$ cat config.mk
export PLATFORM = sky130hd
export DESIGN_NAME = score_event_arbiter
export DESIGN_NICKNAME = d
export VERILOG_FILES = /design/src/rtl/score_pkg.sv /design/src/rtl/score_event_arbiter.sv
export SDC_FILE = /design/constraint.sdc
export NUM_CORES = 1
export LEC_CHECK = 0
export ABC_CLOCK_PERIOD_IN_PS = 2800
export CORE_MARGIN = 10
export CORE_UTILIZATION = 55
export DETAILED_ROUTE_END_ITERATION = 10
export DONT_BUFFER_PORTS = 1
export GPL_TIMING_DRIVEN = 0
export PLACE_DENSITY = 0.72
export SKIP_LAST_GASP = 1
export SYNTH_ARGS = -nofsm -noshare
export SYNTH_HDL_FRONTEND = slang
export SYNTH_SLANG_ARGS = --single-unit
$ cat constraint.sdc
create_clock -name clk -period 2.8 [get_ports clk]
set_clock_uncertainty 0.1 [all_clocks]
set_input_delay 0.28 -clock clk [delete_from_list [all_inputs] [get_ports clk]]
set_output_delay 0.28 -clock clk [all_outputs]
set_load 0.005 [all_outputs]
$ cat src/rtl/score_pkg.sv
//------------------------------------------------------------------------------
// score_pkg : point values, points lookup and drain FSM encoding shared by
//             score_event_arbiter.
// Rev 1.0   : initial release
//------------------------------------------------------------------------------
`default_nettype none

package score_pkg;

    localparam int PTS_W       = 4;
    localparam int PTS_1_LINE  = 1;
    localparam int PTS_2_LINE  = 3;
    localparam int PTS_3_LINE  = 5;
    localparam int PTS_4_LINE  = 8;
    localparam int DROP_POINTS = 1;

    localparam logic [0:0] ST_READY = 1'b0;
    localparam logic [0:0] ST_GAP   = 1'b1;

    // Out-of-range line counts are still granted, but they earn nothing.
    function automatic logic [PTS_W-1:0] line_points(input logic [2:0] cnt);
        case (cnt)
            3'd1:    line_points = PTS_W'(PTS_1_LINE);
            3'd2:    line_points = PTS_W'(PTS_2_LINE);
            3'd3:    line_points = PTS_W'(PTS_3_LINE);
            3'd4:    line_points = PTS_W'(PTS_4_LINE);
            default: line_points = '0;
        endcase
    endfunction

endpackage

`default_nettype wire

$ cat src/rtl/score_event_arbiter.sv
//------------------------------------------------------------------------------
// score_event_arbiter : arbitrates line-clear and hard-drop point events into
//                       a pending accumulator drained as spaced score pulses.
//                       Optional drop requester enabled by SCORE_DROP_EN.
// Rev 1.0             : initial release
//------------------------------------------------------------------------------
`default_nettype none

module score_event_arbiter
    import score_pkg::*;
#(
    parameter int PULSE_GAP = 3,
    parameter int PEND_W    = 6
) (
    input  logic              clk,
    input  logic              reset,
    input  logic              line_req,
    input  logic [2:0]        line_cnt,
    output logic              line_ack,
    input  logic              drop_req,
    output logic              drop_ack,
    input  logic              game_over,
    output logic              score_plus,
    output logic [PEND_W-1:0] pending,
    output logic              busy
);

    localparam logic [PEND_W:0] PEND_MAX = {1'b0, {PEND_W{1'b1}}};

    logic [0:0]        state_q, state_d;
    logic [2:0]        gap_q, gap_d;
    logic [PEND_W-1:0] pending_q, pending_d;
    logic              score_plus_q, score_plus_d;

    logic [PTS_W-1:0]  w_line_pts;
    logic [PEND_W:0]   w_line_sum;
    logic              w_line_ack;
    logic              w_drop_ack;
    logic              w_drain;
    logic [PEND_W:0]   w_add;

    // Headroom is judged on the registered count; a same-cycle drain is not credited.
    assign w_line_pts = line_points(line_cnt);
    assign w_line_sum = {1'b0, pending_q} + (PEND_W+1)'(w_line_pts);
    assign w_line_ack = !reset && !game_over && line_req && (w_line_sum <= PEND_MAX);

`ifdef SCORE_DROP_EN
    logic [PEND_W:0] w_drop_sum;
    assign w_drop_sum = {1'b0, pending_q} + (PEND_W+1)'(DROP_POINTS);
    assign w_drop_ack = !reset && !game_over && drop_req && !w_line_ack
                        && (w_drop_sum <= PEND_MAX);
`else
    logic w_unused_drop;
    assign w_unused_drop = drop_req;
    assign w_drop_ack    = 1'b0;
`endif

    assign w_drain = (state_q == ST_READY) && (pending_q != '0);

    always_comb begin
        w_add = '0;
        if (w_line_ack) begin
            w_add = (PEND_W+1)'(w_line_pts);
        end else if (w_drop_ack) begin
            w_add = (PEND_W+1)'(DROP_POINTS);
        end
    end

    always_comb begin
        state_d      = state_q;
        gap_d        = gap_q;
        score_plus_d = 1'b0;
        pending_d    = PEND_W'({1'b0, pending_q} + w_add - (PEND_W+1)'(w_drain));
        case (state_q)
            ST_READY: begin
                if (w_drain) begin
                    score_plus_d = 1'b1;
                    if (PULSE_GAP > 0) begin
                        gap_d   = 3'(PULSE_GAP);
                        state_d = ST_GAP;
                    end
                end
            end
            ST_GAP: begin
                gap_d = gap_q - 3'd1;
                if (gap_q <= 3'd1) begin
                    gap_d   = 3'd0;
                    state_d = ST_READY;
                end
            end
            default: begin
                state_d = ST_READY;
                gap_d   = 3'd0;
            end
        endcase
    end

    always_ff @(posedge clk) begin
        if (reset) begin
            state_q      <= ST_READY;
            gap_q        <= 3'd0;
            pending_q    <= '0;
            score_plus_q <= 1'b0;
        end else begin
            state_q      <= state_d;
            gap_q        <= gap_d;
            pending_q    <= pending_d;
            score_plus_q <= score_plus_d;
        end
    end

    assign line_ack   = w_line_ack;
    assign drop_ack   = w_drop_ack;
    assign score_plus = score_plus_q;
    assign pending    = pending_q;
    assign busy       = !reset && ((pending_q != '0) || (gap_q != 3'd0));

endmodule

`default_nettype wire

; ---- Word level (Yosys, flattened, before mapping)
; Cells that the tools add are included.
; Widths: inputs -> output; s select.
[word_totals]
inputBits = 8
word_cells = 35
output_inout_bits = 10
ff_bits = 11
[classes]
eq_ne = 5
muxes = 8
addsub = 4
reduce_logical = 11
bitwise = 1
order_cmp = 2
[ops]
columns = cell, count
row1 = $pmux 4 s4, 1
row2 = $add 6x4->7, 1
row3 = $le 7x6->1 const B, 1
row4 = $add 6x4->6, 1
row5 = $eq 3x2->1 const B, 2
row6 = $mux 3, 2
row7 = $pmux 3 s2, 1
row8 = $reduce_bool 6->1, 1
row9 = $sub 6x1->6, 1
row10 = $logic_and 1x1->1, 5
row11 = $mux 4, 1
row12 = $eq 3x1->1 const B, 1
row13 = $eq 3x3->1 const B, 1
row14 = $le 3x1->1 const B, 1
row15 = $reduce_bool 3->1, 1
row16 = $sub 3x1->3 const B, 1
row17 = $logic_not 1->1, 2
row18 = $mux 1, 2
row19 = $ne 2x2->1 const B, 1
row20 = $pmux 1 s2, 1
row21 = $reduce_or 2->1, 1
row22 = $logic_or 1x1->1, 1
row23 = $not 1->1, 1

; ---- Longest topological paths before layout
[logic_depth]
depth_word = 8
depth_mapped = 17
depth_no_buf = 17

; ---- Worst setup path after synthesis
; No wires, ideal clock.
[synth_path]
path_type = input to register
start = input port line_cnt[0]
end = register pending_q[4], in the netlist pending[4]
t_required_ns = 2.583
path_stages = 14
setup_time_ns = 0.117
arrival_ns = 2.748
slack_ns = -0.165
path_buffers = 0
path_cell_list = or3b_2 fa_1 nor2b_1 o21a_1 o21ai_2 nand3_1 ha_1 inv_1 ha_1 fa_1 a21o_1 a21oi_1 xor2_1 nor2_1
[synth_via]
elab_chain_cells = 8
elab_cells_between_ends = 11
cone_classes = 3 x add/sub / 1 x order compare / 4 x eq/ne / 2 x mux / 1 x reduce/logical
[synth_rtl]
columns = item, line_no
row1 = from (decl), score_event_arbiter.sv:18  ; input logic [2:0] line_cnt,
row2 = $eq 3x3->1 (tied with other cells), score_pkg.sv:22  ; case (cnt)
row3 = $pmux 4 s4 *, score_pkg.sv:22
row4 = $add 6x4->7, score_event_arbiter.sv:44  ; assign w_line_sum = {1'b0, pending_q} + (PEND_W+1)'(w_line_pts);
row5 = $le 7x6->1, score_event_arbiter.sv:45  ; assign w_line_ack = !reset && !game_over && line_req && (w_line_sum <= PEND_MAX);
row6 = $logic_and 1x1->1, score_event_arbiter.sv:45
row7 = $mux 4 *, score_event_arbiter.sv:62  ; if (w_line_ack) begin
row8 = $add 6x4->6 *, score_event_arbiter.sv:73  ; pending_d = PEND_W'({1'b0, pending_q} + w_add - (PEND_W+1)'(w_drain));
row9 = $sub 6x1->6 *, score_event_arbiter.sv:73
row10 = to (signal assigned), score_event_arbiter.sv:107  ; pending_q <= pending_d;
row11 = to (decl), score_event_arbiter.sv:32  ; logic [PEND_W-1:0] pending_q, pending_d;
; Mark *: on every way between the ends. The rest lies on a longest branch, timed or not.
; A chain may end at the register's enable or synchronous reset.

; ---- Worst setup path in the final report
[layout_path]
start = register pending_q[0], in the netlist pending[0]
end = register pending_q[4], in the netlist pending[4]
[layout_via]
elab_chain_cells = 6
elab_cells_between_ends = 8
cone_classes = 3 x add/sub / 1 x order compare / 1 x mux / 3 x reduce/logical
[layout_rtl]
columns = item, line_no
row1 = $add 6x4->7, score_event_arbiter.sv:44
row2 = $le 7x6->1, score_event_arbiter.sv:45
row3 = $logic_and 1x1->1, score_event_arbiter.sv:45
row4 = $mux 4, score_event_arbiter.sv:62
row5 = $add 6x4->6, score_event_arbiter.sv:73
row6 = $sub 6x1->6 *, score_event_arbiter.sv:73
; Marks and branches as above.

==> flow_metrics.tcl <==
set metrics [dict create \
    wl_met1_um 776 \
    path_max_fanout 4 \
    synth-seq-cells 11 \
    ys_seq_area_frac 0.2408 \
    path_clk_slew_ns 0.07 \
    area_growth_pct 11.49 \
    utilization 0.6615 \
    leakagePower_uw 0.0004856 \
    syn_area_um2 914.6 \
    grt_max_degree 11 \
    fillers 140 \
    top_layer "met4" \
    cts_tree "yes" \
    finalWorstSetupSlack_ns -0.03744 \
    hpwlAfterDp_mm 1.527 \
    max_freq_ghz 0.3524 \
    power_density_mw_per_mm2 1064 \
    insertion_delay_ns 0.27 \
    antenna_cells 0 \
    critPathCaptureType "flip-flop" \
    synth_top_cells_by_area "dfxtp_1 (24%), ha_1 (23%), inv_1 (8.6%)" \
    clockPowerShare 0.101 \
    grt_pass1_vias 776 \
    io_buffers 0 \
    gp_congestion 0.7591 \
    drcViolationCount 0 \
    cts-root-buf "clkbuf_4" \
    first_pass_iters 2 \
    switching_share 0.4379 \
    start_util 0.5933 \
    wire_per_inst_um 14.20 \
    die_height_um 60.78 \
    synth_area_leader_cell "dfxtp_1" \
    max_cap_violations 0 \
    drt-total-wl_mm 1.875 \
    vias_per_cell 5.500 \
    die_area_mm2 0.003694 \
    antenna_found_initial 0 \
    dr_wl_met3_um 80 \
    io_pins 18 \
    cp_data_required_time_ns 2.86 \
    coreArea_mm2 0.001541 \
    rows 14 \
    grt_pass1_wl_mm 3.263 \
    intPower_uw 610.0 \
    grt_use_total 0.1135 \
    violations "setup timing" \
    fin_crit_sh 1.013 \
    synth.top_cell.area_share 0.2408 \
    drv_slew 0 \
    cts-buffers-inserted 3 \
    fin_crit_ns 2.837 \
    hp-class "primary input to flip-flop" \
    seqCellArea_um2 226.5 \
    max_stage_delay_ns 0.37 \
    comb_power_share 0.618 \
    h-tree-depth 1 \
    nets 144 \
    yosys_warnings 0 \
    p_sw_uw 475.2 \
    synth.distinct_cells 37 \
    hold_violations 0 \
    drive_gt1_frac 0.2069 \
    pwr-share-seq 0.281 \
    synthCells 109 \
    crit_chain "ha_4 -> inv_2 -> fa_2 -> nor2b_1 -> o21a_1 -> o21ai_2 -> nand3_1 -> ha_1 -> inv_1 -> ha_2 -> fa_2 -> a21o_1 -> a21oi_2 -> xor2_1 -> nor2_1" \
    vias 726 \
    slowest_stage "dfxtp_4" \
    grt-ovfl-total 0 \
    dpl_cell_area_um2 945.9 \
    status "complete, but fails checks" \
    multiInputGateArea_um2 624.3 \
    antenna_left 0 \
    syn_area_per_cell_um2 8.391 \
    critical_path.most_common_cell "fa_2" \
    route.met2.wl_um 973 \
    arrival_ns 2.90 \
    critPathKind "flip-flop to flip-flop" \
    cp-start-kind "flip-flop" \
    clockBufferDepth 2 \
    setup_viol 1 \
    ir_worst_vdd_mv 0.5575 \
    final_area_mm2 0.001020 \
    rsz0062_at_grt "true" \
    synth_nets 136 \
    die_w_um 60.78 \
    cts.sinks 11 \
    first_iter_violations 8 \
]
## per-stage QoR
| stage | TNS (ns) | total power, µW | hold WS (ns) | setup slack [ns] | instances |
|---|---|---|---|---|---|
| final | -0.03744 | 1085 | 0.3334 | -0.03744 | 132 |
| after global routing | -0.3229 | 1211 | 0.3444 | -0.2010 | 132 |
| after CTS | -0.07175 | 1080 | 0.3287 | -0.07175 | 130 |
| after detailed placement | -0.4709 | 930.3 | 0.4348 | -0.1983 | 125 |
| after global placement | -0.2968 | 909.5 | 0.4125 | -0.1500 | 125 |
| after floorplan | -0.007988 | 800.4 | 0.3935 | -0.007988 | 109 |
## cells in the mapped netlist, drive strengths merged
cell and number:
a311oi 1, o311a 1, inv 21, and4 1, nand3 6, xor2 1
clkbuf 1, and3b 1, o21ai 3, and2 3, nor2b 3, buf 3
o32ai 1, ha 17, a21o 2, conb 1, nor4 3, dfxtp 11
or3b 1, a41oi 1, a31oi 1, fa 2, xnor2 2, a211oi 1
o311ai 1, nor4b 1, nor3 1, o41ai 1, nand2 2, a21oi 2
o21ba 1, nor2 11, o21a 1
## kinds of logic after synthesis
group,count (synthesis),share of synthesized area
AOI/OAI and AO/OA,17,0.1409
xor gates and xnor gates,3,0.02873
adders and majority gates,19,0.2763
buffers and inverters,25,0.1094
DFF,11,0.2408
other,1,0.004100
and+or+nand+nor,33,0.1997
## per-layer routing
metal	vias up	track usage
met5	-	0
met1	335	0.1141
met4	0	0.06897
met3	4	0.02923
li1	378	-
met2	9	0.2038
## flip-flops by register name (all words and copies together) (netlist names)
| signal | flops |
|---|---|
| pending | 6 |
| score_plus | 1 |
| gap_q | 3 |
| state_q | 1 |
## cell type report
class                   instances  share of cell area
plain buffers                   4             0.02086
clock buffers                   4             0.02577
inverters                      21             0.07730
multi-input cells              73              0.6123
flip-flops and latches         11              0.2221
well taps                      16             0.01963
repair buffers                  3             0.02209
## power groups by stage
stage / clock network [µW] / registers [µW] / logic (µW)
6_report: 109 / 305 / 670
5_1_grt: 122 / 317 / 772
4_1_cts: 113 / 308 / 659
3_5_place_dp: 0 / 303 / 627
3_3_place_gp: 0 / 301 / 609
2_1_floorplan: 0 / 281 / 520
## cells in the final DEF, fill, tap and decap left out, drive strengths merged, types with 2 or more instances in the layout
master	instances
clkbuf	5
nor4	3
buf	6
fa	2
ha	17
a21o	2
o21ai	3
nand2	2
xnor2	2
nand3	6
a21oi	2
nor2b	3
dfxtp	11
and2	3
inv	21
nor2	11
## critical path: cells and delay by family (launching register included)
kind	cells	cell delay, ns
buffers and inverters	2	0.08
adders and majority gates	5	1.16
and+or+nand+nor	3	0.20
AOI/OAI and AO/OA	4	0.68
xor gates and xnor gates	1	0.15
DFF	1	0.37
## worst paths after layout
check / from / end / slack (ns) / cells past startpoint
hold / removal: reset / pending[5] / 0.33 / 4
hold reg to reg: gap_q[2] / gap_q[2] / 0.45 / 2
setup / recovery: pending[0] / pending[4] / -0.04 / 15
setup reg to reg: pending[0] / pending[4] / -0.04 / 15
## repair_timing
action	CTS	global route
cloned	0	0
endpoints found under the setup margin	3	4
buffers inserted	1	2
hold buffers	0	0
pin swaps	7	8
resized for setup	8	1
Note: power is estimated with default switching activity, not from simulation.
